**src/rtl/i2c_report_pkg.sv**
```systemverilog
// Shared types for the I2C report arbiter.
// Report record, FSM state and the round-robin pointer step.
package i2c_report_pkg;

   localparam int REPORT_W  = 8;
   localparam int SRC_IDX_W = 2;

   typedef enum logic [1:0] {
      OPEN,
      FROZEN,
      COMMIT
   } state_t;

   typedef struct packed {
      logic [REPORT_W-1:0]  x;
      logic [REPORT_W-1:0]  y;
      logic [REPORT_W-1:0]  status;
      logic [SRC_IDX_W-1:0] src;
   } report_t;

   function automatic logic [SRC_IDX_W-1:0] rr_next(
      input logic [SRC_IDX_W-1:0] idx,
      input int                   n
   );
      return (int'(idx) == n - 1) ? '0 : idx + 1'b1;
   endfunction

endpackage

```
**src/rtl/i2c_report_arbiter_if.sv**
```systemverilog
// Producer-side bundle: per-source valid/ready with packed
// x/y/status bytes, source i occupying bits [8i+7:8i].
interface i2c_report_arbiter_if #(
   parameter int NUM_SRC = 2
);
   import i2c_report_pkg::*;

   logic [NUM_SRC-1:0]          valid;
   logic [NUM_SRC-1:0]          ready;
   logic [REPORT_W*NUM_SRC-1:0] x;
   logic [REPORT_W*NUM_SRC-1:0] y;
   logic [REPORT_W*NUM_SRC-1:0] status;

   modport master (
      output valid, x, y, status,
      input  ready
   );

   modport slave (
      input  valid, x, y, status,
      output ready
   );

endinterface

```
**src/rtl/i2c_bus_monitor.sv**
```systemverilog
// Synchronises raw SCL/SDA taps and emits 1-cycle START,
// STOP and SCL-edge strobes.
module i2c_bus_monitor (
   input  logic clk,
   input  logic rst,
   input  logic scl,
   input  logic sda_in,
   output logic start,
   output logic stop,
   output logic scl_edge
);

   logic [1:0] scl_sync;
   logic [1:0] sda_sync;
   logic       scl_hist;
   logic       sda_hist;

   // Flops reset to the idle-bus level so release makes no strobe
   always_ff @(posedge clk or posedge rst) begin
      if (rst) begin
         scl_sync <= 2'b11;
         sda_sync <= 2'b11;
         scl_hist <= 1'b1;
         sda_hist <= 1'b1;
      end else begin
         scl_sync <= {scl_sync[0], scl};
         sda_sync <= {sda_sync[0], sda_in};
         scl_hist <= scl_sync[1];
         sda_hist <= sda_sync[1];
      end
   end

   assign start    = scl_sync[1] & scl_hist
                   & sda_hist & ~sda_sync[1];
   assign stop     = scl_sync[1] & scl_hist
                   & ~sda_hist & sda_sync[1];
   assign scl_edge = scl_sync[1] ^ scl_hist;

endmodule

```
**src/rtl/i2c_report_arbiter.sv**
```systemverilog
// Round-robin report owner for the read-only I2C slave;
// freezes the report from START to STOP and parks late updates.
module i2c_report_arbiter
   import i2c_report_pkg::*;
#(
   parameter int NUM_SRC      = 2,
   parameter int IDLE_TIMEOUT = 50000
) (
   input  logic                 clk,
   input  logic                 rst,
   input  logic                 scl,
   input  logic                 sda_in,
   i2c_report_arbiter_if.slave  req,
   output logic [REPORT_W-1:0]  x_pos,
   output logic [REPORT_W-1:0]  y_pos,
   output logic [REPORT_W-1:0]  status,
   output logic [SRC_IDX_W-1:0] report_src,
   output logic [7:0]           report_seq,
   output logic                 bus_busy,
   output logic [7:0]           overrun_cnt,
   output logic                 timeout_pulse
);

   localparam int TW = $clog2(IDLE_TIMEOUT);

   state_t               state;
   logic [SRC_IDX_W-1:0] rr_ptr;
   logic [SRC_IDX_W-1:0] grant;
   logic                 any_valid;
   logic                 accept;
   report_t              cand;
   report_t              pend;
   logic                 pend_full;
   logic [TW-1:0]        timer;
   logic                 idle_hit;
   logic                 start;
   logic                 stop;
   logic                 scl_edge;

   i2c_bus_monitor u_mon (
      .clk      (clk),
      .rst      (rst),
      .scl      (scl),
      .sda_in   (sda_in),
      .start    (start),
      .stop     (stop),
      .scl_edge (scl_edge)
   );

   // Descending scan: the last hit is the closest to rr_ptr
   always_comb begin
      grant     = rr_ptr;
      any_valid = 1'b0;
      for (int k = NUM_SRC - 1; k >= 0; k--) begin
         for (int i = 0; i < NUM_SRC; i++) begin
            if (req.valid[i] &&
                i == (int'(rr_ptr) + k) % NUM_SRC) begin
               grant     = SRC_IDX_W'(i);
               any_valid = 1'b1;
            end
         end
      end
   end

   always_comb begin
      cand      = '0;
      req.ready = '0;
      for (int i = 0; i < NUM_SRC; i++) begin
         if (grant == SRC_IDX_W'(i)) begin
            cand.x      = req.x[REPORT_W*i +: REPORT_W];
            cand.y      = req.y[REPORT_W*i +: REPORT_W];
            cand.status = req.status[REPORT_W*i +: REPORT_W];
            cand.src    = SRC_IDX_W'(i);
            req.ready[i] = any_valid && (state != COMMIT);
         end
      end
   end

   assign accept   = any_valid && (state != COMMIT);
   assign idle_hit = (timer == TW'(IDLE_TIMEOUT - 1));

   always_ff @(posedge clk or posedge rst) begin
      if (rst) begin
         state         <= OPEN;
         rr_ptr        <= '0;
         pend          <= '0;
         pend_full     <= 1'b0;
         timer         <= '0;
         x_pos         <= '0;
         y_pos         <= '0;
         status        <= '0;
         report_src    <= '0;
         report_seq    <= '0;
         bus_busy      <= 1'b0;
         overrun_cnt   <= '0;
         timeout_pulse <= 1'b0;
      end else begin
         timeout_pulse <= 1'b0;
         if (accept)
            rr_ptr <= rr_next(grant, NUM_SRC);
         unique case (state)
            OPEN: begin
               timer <= '0;
               if (accept) begin
                  x_pos      <= cand.x;
                  y_pos      <= cand.y;
                  status     <= cand.status;
                  report_src <= cand.src;
                  report_seq <= report_seq + 8'd1;
               end
               if (start) begin
                  state    <= FROZEN;
                  bus_busy <= 1'b1;
               end
            end
            FROZEN: begin
               if (accept) begin
                  pend      <= cand;
                  pend_full <= 1'b1;
                  if (pend_full && overrun_cnt != 8'hFF)
                     overrun_cnt <= overrun_cnt + 8'd1;
               end
               if (scl_edge || start)
                  timer <= '0;
               else
                  timer <= timer + TW'(1);
               if (stop) begin
                  state    <= COMMIT;
                  bus_busy <= 1'b0;
               end else if (idle_hit) begin
                  state         <= COMMIT;
                  bus_busy      <= 1'b0;
                  timeout_pulse <= 1'b1;
               end
            end
            COMMIT: begin
               timer <= '0;
               if (pend_full) begin
                  x_pos      <= pend.x;
                  y_pos      <= pend.y;
                  status     <= pend.status;
                  report_src <= pend.src;
                  report_seq <= report_seq + 8'd1;
                  pend_full  <= 1'b0;
               end
               if (start) begin
                  state    <= FROZEN;
                  bus_busy <= 1'b1;
               end else begin
                  state <= OPEN;
               end
            end
            default: state <= OPEN;
         endcase
      end
   end

endmodule
```
**src/flat_wrapper.sv**
```systemverilog
// flat-port wrapper written by rule: the top's interface ports become plain ports
module i2c_report_arbiter_flat import i2c_report_pkg::*;
#(
   parameter int NUM_SRC      = 2,
   parameter int IDLE_TIMEOUT = 50000
)
  (clk, rst, scl, sda_in, x_pos, y_pos, status, report_src, report_seq, bus_busy, overrun_cnt, timeout_pulse, req_valid, req_x, req_y, req_status, req_ready);
  i2c_report_arbiter_if #(.NUM_SRC(NUM_SRC)) req_i ();
  input  logic clk;
  input  logic rst;
  input  logic scl;
  input  logic sda_in;
  output logic [REPORT_W-1:0] x_pos;
  output logic [REPORT_W-1:0] y_pos;
  output logic [REPORT_W-1:0] status;
  output logic [SRC_IDX_W-1:0] report_src;
  output logic [7:0] report_seq;
  output logic bus_busy;
  output logic [7:0] overrun_cnt;
  output logic timeout_pulse;
  input wire logic [$bits(req_i.valid)-1:0] req_valid;
  input wire logic [$bits(req_i.x)-1:0] req_x;
  input wire logic [$bits(req_i.y)-1:0] req_y;
  input wire logic [$bits(req_i.status)-1:0] req_status;
  output wire logic [$bits(req_i.ready)-1:0] req_ready;
  assign req_i.valid = req_valid;
  assign req_i.x = req_x;
  assign req_i.y = req_y;
  assign req_i.status = req_status;
  assign req_ready = req_i.ready;
  i2c_report_arbiter #(.NUM_SRC(NUM_SRC), .IDLE_TIMEOUT(IDLE_TIMEOUT)) u_core (.clk(clk), .rst(rst), .scl(scl), .sda_in(sda_in), .req(req_i), .x_pos(x_pos), .y_pos(y_pos), .status(status), .report_src(report_src), .report_seq(report_seq), .bus_busy(bus_busy), .overrun_cnt(overrun_cnt), .timeout_pulse(timeout_pulse));
endmodule
```
**config.mk**
```make
export PLATFORM = sky130hd
export DESIGN_NAME = i2c_report_arbiter_flat
export DESIGN_NICKNAME = d
export VERILOG_FILES = /design/src/rtl/i2c_report_pkg.sv /design/src/rtl/i2c_report_arbiter_if.sv /design/src/rtl/i2c_bus_monitor.sv /design/src/rtl/i2c_report_arbiter.sv /design/src/flat_wrapper.sv
export SDC_FILE = /design/constraint.sdc
export NUM_CORES = 1
export LEC_CHECK = 0
export CAP_MARGIN = 20
export CORE_MARGIN = 3
export CORE_UTILIZATION = 54
export DETAILED_ROUTE_END_ITERATION = 7
export PLACE_DENSITY = 0.85
export SYNTH_ARGS = -nofsm -noshare
export SYNTH_HDL_FRONTEND = slang
export SYNTH_HIERARCHICAL = 1
export SYNTH_SLANG_ARGS = --single-unit
```
**constraint.sdc**
```tcl
create_clock -name clk -period 7.65 [get_ports clk]
set_input_delay 2.295 -clock clk [delete_from_list [all_inputs] [get_ports clk]]
set_output_delay 2.295 -clock clk [all_outputs]
set_load 0.02 [all_outputs]
```
Word level (Yosys, flattened, before mapping)
Cells that the tools add are included.
Widths: inputs -> output; s select.
{"block": "op_classes", "add_sub_neg": 5, "n_eq_ne": 14, "mux": 44, "bitwise_logic": 9, "n_reduce_logical": 21}
{"operator": "$logic_not 32->1", "n": 2}
{"operator": "$mux 8", "n": 8}
{"operator": "$pmux 8 s2", "n": 4}
{"operator": "$mux 26", "n": 2}
{"operator": "$pmux 16 s2", "n": 1}
{"operator": "$mux 2", "n": 10}
{"operator": "$add 16x1->16 const B", "n": 1}
{"operator": "$add 8x1->8 const B", "n": 2}
{"operator": "$eq 16x16->1 const B", "n": 1}
{"operator": "$mux 16", "n": 1}
{"operator": "$mux 1", "n": 14}
{"operator": "$ne 2x1->1 const B", "n": 5}
{"operator": "$reduce_and 3->1", "n": 3}
{"operator": "$ne 8x8->1 const B", "n": 1}
{"operator": "$logic_and 1x1->1", "n": 6}
{"operator": "$pmux 2 s3", "n": 1}
{"operator": "$reduce_and 2->1", "n": 3}
{"operator": "$reduce_bool 2->1", "n": 3}
{"operator": "$and 1x1->1", "n": 5}
{"operator": "$eq 2x1->1 const B", "n": 2}
{"operator": "$eq 2x2->1 const B", "n": 2}
{"operator": "$logic_not 2->1", "n": 2}
{"operator": "$pmux 1 s2", "n": 2}
{"operator": "$pmux 2 s2", "n": 1}
{"operator": "10 further kinds", "n": 11}
{"block": "totals", "register_bits": 97, "in_bits": 54, "out_inout_bits": 46, "elab_cells": 113}

Depth between registers and ports, before layout
{"block": "logic_depth", "word_depth": 13, "depth_mapped": 8, "ltp_nobuf": 6}

Cells and area by module
The synthesis kept the hierarchy.
{"mod": "i2c_report_arbiter", "instances": 1, "cells_per_inst": 421, "area_per_inst_um2": 4121.5, "seq_area_each_um2": 2227.1}
{"mod": "i2c_bus_monitor", "instances": 1, "cells_per_inst": 10, "area_per_inst_um2": 191.4, "seq_area_each_um2": 157.7}

Least setup slack after synthesis
Ideal clock, no wire load.
{"block": "synth_timing", "path_kind": "input to output", "startpoint": "input port req_valid[1]", "endpoint": "output port req_ready[0]", "t_arrival_ns": 2.953, "required_time_ns": 5.355, "setup_slack_ns": 2.402, "stages": 3, "path_buffers": 1, "cell_sequence": "clkbuf_1 -> a21bo_2 -> nor2_1"}
{"block": "synth_via", "elab_chain_cells": 6, "word_cells_on_any_way": 11, "cone_classes": "7 x mux; 4 x reduce/logical"}
{"element": "start: declaration", "line_no": "flat_wrapper.sv:21", "rtl": "input wire logic [$bits(req_i.valid)-1:0] req_valid;"}
{"element": "$logic_and 1x1->1", "line_no": "i2c_report_arbiter.sv:56", "rtl": "if (req.valid[i] &&"}
{"element": "$mux 2 / $mux 1 (equally long branches) (3 in a row)", "line_no": "i2c_report_arbiter.sv:56"}
{"element": "$logic_not 2->1 / $logic_and 1x1->1 (equally long branches)", "line_no": "i2c_report_arbiter.sv:69, i2c_report_arbiter.sv:74"}
{"element": "$mux 1 *", "line_no": "i2c_report_arbiter.sv:69", "rtl": "if (grant == SRC_IDX_W'(i)) begin"}
{"element": "end: declaration", "line_no": "flat_wrapper.sv:25", "rtl": "output wire logic [$bits(req_i.ready)-1:0] req_ready;"}
Every way passes the cells marked *; elsewhere a longest branch is shown, timed or not.

Worst setup path in the final report
{"block": "layout_timing", "startpoint": "input port req_valid[0]", "endpoint": "output port req_ready[0]"}
{"block": "layout_via", "elab_chain_cells": 7, "word_cells_on_any_way": 13, "cone_classes": "9 x mux; 4 x reduce/logical"}
{"element": "$logic_and 1x1->1", "line_no": "i2c_report_arbiter.sv:56"}
{"element": "$mux 2 / $mux 1 (equally long branches) (4 in a row)", "line_no": "i2c_report_arbiter.sv:56"}
{"element": "$logic_not 2->1 / $logic_and 1x1->1 (equally long branches)", "line_no": "i2c_report_arbiter.sv:69, i2c_report_arbiter.sv:74"}
{"element": "$mux 1 *", "line_no": "i2c_report_arbiter.sv:69"}
Marks and branches as above.

==> key figures <==
Setup path
  – Cell mode on critical path: clkdlybuf4s50_1
  – CP Class: in2out
  – Slowest library cell on the worst path: clkdlybuf4s50_1
  – Nature of the critical path endpoint: output pin
  – CP Data Required Time: 5.36 ns
  – CP Cell Sequence: clkdlybuf4s50_1, a21bo_2, nor2_1, clkdlybuf4s50_1
  – Crit-path max cell delay: 0.64 ns
  – Crit-path leading delay family: buffers and inverters
  – Startpoint types: input port
  – Buf/Inv on CP: 2
  – Crit-path max FO: 7
  – Arrival time of the worst setup path: 3.90 ns

GRT
  – M3 GR Usage: 4.58%
  – Vias in the first global route: 3526
  – Grt peak-use layer: met2
  – Met1 Use GR: 32.9%
  – Global-route usage over all layers: 23.9%
  – First-pass GRT wire length: 16800 um
  – Grt ovf: 0
  – Pin count of the biggest net entering global routing: 90
  – Initial antenna violation count: 0
  – Met2 usage: 37.3%

Run
  – MaxCap Viol Count: 0

Timing
  – Clock Skews: 0.0151 ns
  – Peak Freq: 161 MHz
  – Final-report hold violation count: 0
  – Final Cycle Share: 81.0%
  – RSZ-0062 raised after global routing: false
  – Pins Over Slew Limit: 0
  – Worst-margin pin slew: 1.04 ns
  – Setup Viol. Count Final: 0
  – Period minus WS final: 6.19 ns
  – Worst rel slew slack: 30.8%
  – Total negative slack: 0 ns

Drt
  – Initial DRC Count: 239
  – Antenna Violating Nets Remaining: 0
  – Detailed Routing Iterations Pass 1: 5
  – WL per Instance: 16.8 um
  – Via/cell ratio: 6.03
  – DR vias: 3742
  – Final wirelength: 10400 um
  – # DRC: 0

Power
  – LEAKAGE: 2.29 nW
  – Sw Pwr: 0.650 mW
  – Internal power: 1.12 mW
  – Clock power frac: 18.2%
  – Max rail drop VDD: 175 uV
  – Combinational group share of total power: 37.4%
  – Pwr per Cell Area: 317 nW/um2
  – Seq pwr share: 44.4%
  – Net Sw Frac: 36.8%

Synthesis
  – Synthesis-stage register bit count: 95
  – Yosys warns: 6
  – Syn Nets: 489
  – Synth cell types: 50
  – Post-Syn Area per Cell: 10.0 um2
  – Sequential share of the synthesized area: 55.3%
  – Post-synthesis cell count: 431
  – Async SR Flop Fraction: 100%
  – Number of flops mapped to enable cells by yosys: 0
  – Synth Cell Area: 4310 um2
  – Most used DFF post-synth: dfrtp_1

Layout
  – Ant diodes: 0
  – Multi-input gate area: 1800 um2
  – Area Growth Syn to Fin: 29.2%
  – Sequential Area: 2380 um2
  – Filler cell count: 515
  – Post-route cell area: 5570 um2
  – Share of post-route cells with drive strength above 1: 6.32%
  – Nets: 575

CTS
  – Level count of the clock H-tree: 3
  – Root buffer cell: clkbuf_8
  – Max Root-Sink Buffers: 2
  – Post-CTS setup buffers: 0
  – CTS Sinks: 95
  – Worst-path clk slew: 0.08 ns
  – Cts hold-fix bufs: 0
  – Count of cells resized by post-cts repair: 0
  – Number of CTS-inserted buffers: 9
  – CTS tree: done
  – Clk Latency, worst-skew pair: 0.35 ns

Floorplanning
  – Core Footprint: 7490 um2
  – Die Y: 95.4 um
  – Initial core utilization: 57.6%
  – DIE AREA: 9100 um2
  – Die width: 95.4 um
  – Rows: 31
  – Io pins: 100

Outcome
  – Status: completed

Placed design
  – Area after DPL: 5350 um2
  – Gpl congestion: 0.814
  – Placed wire-length estimate: 7120 um
  – Port bufs: 98

Min path
  – Min-Delay Path Class: reg2reg
==> routing by layer <==
| layer | part of all wire [%] | wire length, um |
|---|---|---|
| met1 | 42 | 4360 |
| met2 | 50 | 5180 |
| met3 | 6.9 | 717 |
| met4 | 1.8 | 184 |
| met5 | 0 | 0 |
==> synth_stat cells (8+ instances only) <==
| cell | count | share of area, % |
|---|---|---|
| clkbuf_1 | 19 | 1.7 |
| o21ai_0 | 11 | 1.3 |
| nand3_1 | 38 | 4.4 |
| nand2_1 | 48 | 4.2 |
| nand4_1 | 8 | 1.2 |
| nor2_1 | 34 | 3.0 |
| a21oi_1 | 29 | 3.4 |
| o211ai_1 | 27 | 4.7 |
| xnor2_1 | 11 | 2.2 |
| dfrtp_1 | 89 | 52 |
| a22oi_1 | 24 | 4.2 |
==> flip-flops by register name, indices dropped and copies added (netlist names), 2 cells and up <==
register / flops
u_core/report_seq: 8
u_core/rr_ptr: 2
u_core/y_pos: 8
u_core/timer: 16
u_core/overrun_cnt: 8
u_core/status: 8
u_core/u_mon/scl_sync: 2
u_core/pend: 25
u_core/state: 2
u_core/x_pos: 8
u_core/u_mon/sda_sync: 2
==> final timing paths <==
path	from	end	slack, ns	cells past startpoint
setup / recovery	req_valid[0]	req_ready[0]	1.46	4
hold / removal	u_core/u_mon/sda_sync[0]	u_core/u_mon/sda_sync[1]	0.36	0
setup reg to reg	u_core/state[1]	u_core/status[6]	5.16	5
hold reg to reg	u_core/u_mon/sda_sync[0]	u_core/u_mon/sda_sync[1]	0.36	0
max in group asynchronous	rst	u_core/status[5]	4.65	4
min in group asynchronous	rst	u_core/pend[4]	2.39	3
==> final cells by class <==
class                           count  area share (%)
Tap cell                           99            2.22
Multi-Input combinational cell    301            32.3
Timing Repair Buffer              103            18.8
Clock buffer                       13            2.67
Inverter                            7           0.494
Sequential cell                    95            42.8
Clock inverter                      3           0.786
==> power by group through the flow <==
stage | Clock (mW) | Combinational (mW) | Sequential (mW)
6_report | 0.322 | 0.660 | 0.784
3_3_place_gp | 0 | 0.637 | 0.780
5_1_grt | 0.350 | 0.718 | 0.803
3_5_place_dp | 0 | 0.659 | 0.788
2_1_floorplan | 0 | 0.275 | 0.866
4_1_cts | 0.328 | 0.663 | 0.782
==> per-stage QoR <==
stage / hold slack (ns) / setup WS, ns / util (%) / total power [mW] / std cells
after CTS: 0.360 / 1.44 / 74.1 / 1.77 / 620
final: 0.359 / 1.46 / 74.5 / 1.77 / 621
after floorplan: 0.345 / 2.40 / - / 1.14 / 431
after global routing: 0.363 / 1.39 / 74.5 / 1.87 / 621
after detailed placement: 0.347 / 1.46 / 71.5 / 1.45 / 604
after global placement: 0.347 / 1.45 / 71.3 / 1.42 / 603
==> cells by family (layout without fill, tap and decap cells) <==
logic type | Yosys count | in the layout | share of synthesized area [%]
xor gates and xnor gates | 18 | 18 | 3.66
DFF | 95 | 95 | 55.3
buffers and inverters | 35 | 126 | 3.51
other | 1 | 1 | 0.0869
muxes | 2 | 2 | 0.493
adders and majority gates | 4 | 4 | 1.16
and+or+nand+nor | 167 | 167 | 18.8
AOI/OAI and AO/OA | 109 | 109 | 17.0
==> placed cells by master (no fill, tap or decap), types with 4 or more instances in the layout <==
cell type / instances
clkdlybuf4s50_1: 98
dfrtp_1: 89
nand2_1: 48
nand3_1: 38
nor2_1: 33
a21oi_1: 29
o211ai_1: 27
a22oi_1: 24
o21ai_0: 11
xnor2_1: 11
clkbuf_8: 10
nand4_1: 8
nor3_1: 7
xor2_1: 7
inv_1: 6
dfstp_2: 6
and3_1: 5
or3_1: 4
ha_1: 4
Note: power is estimated with default switching activity, not from simulation.
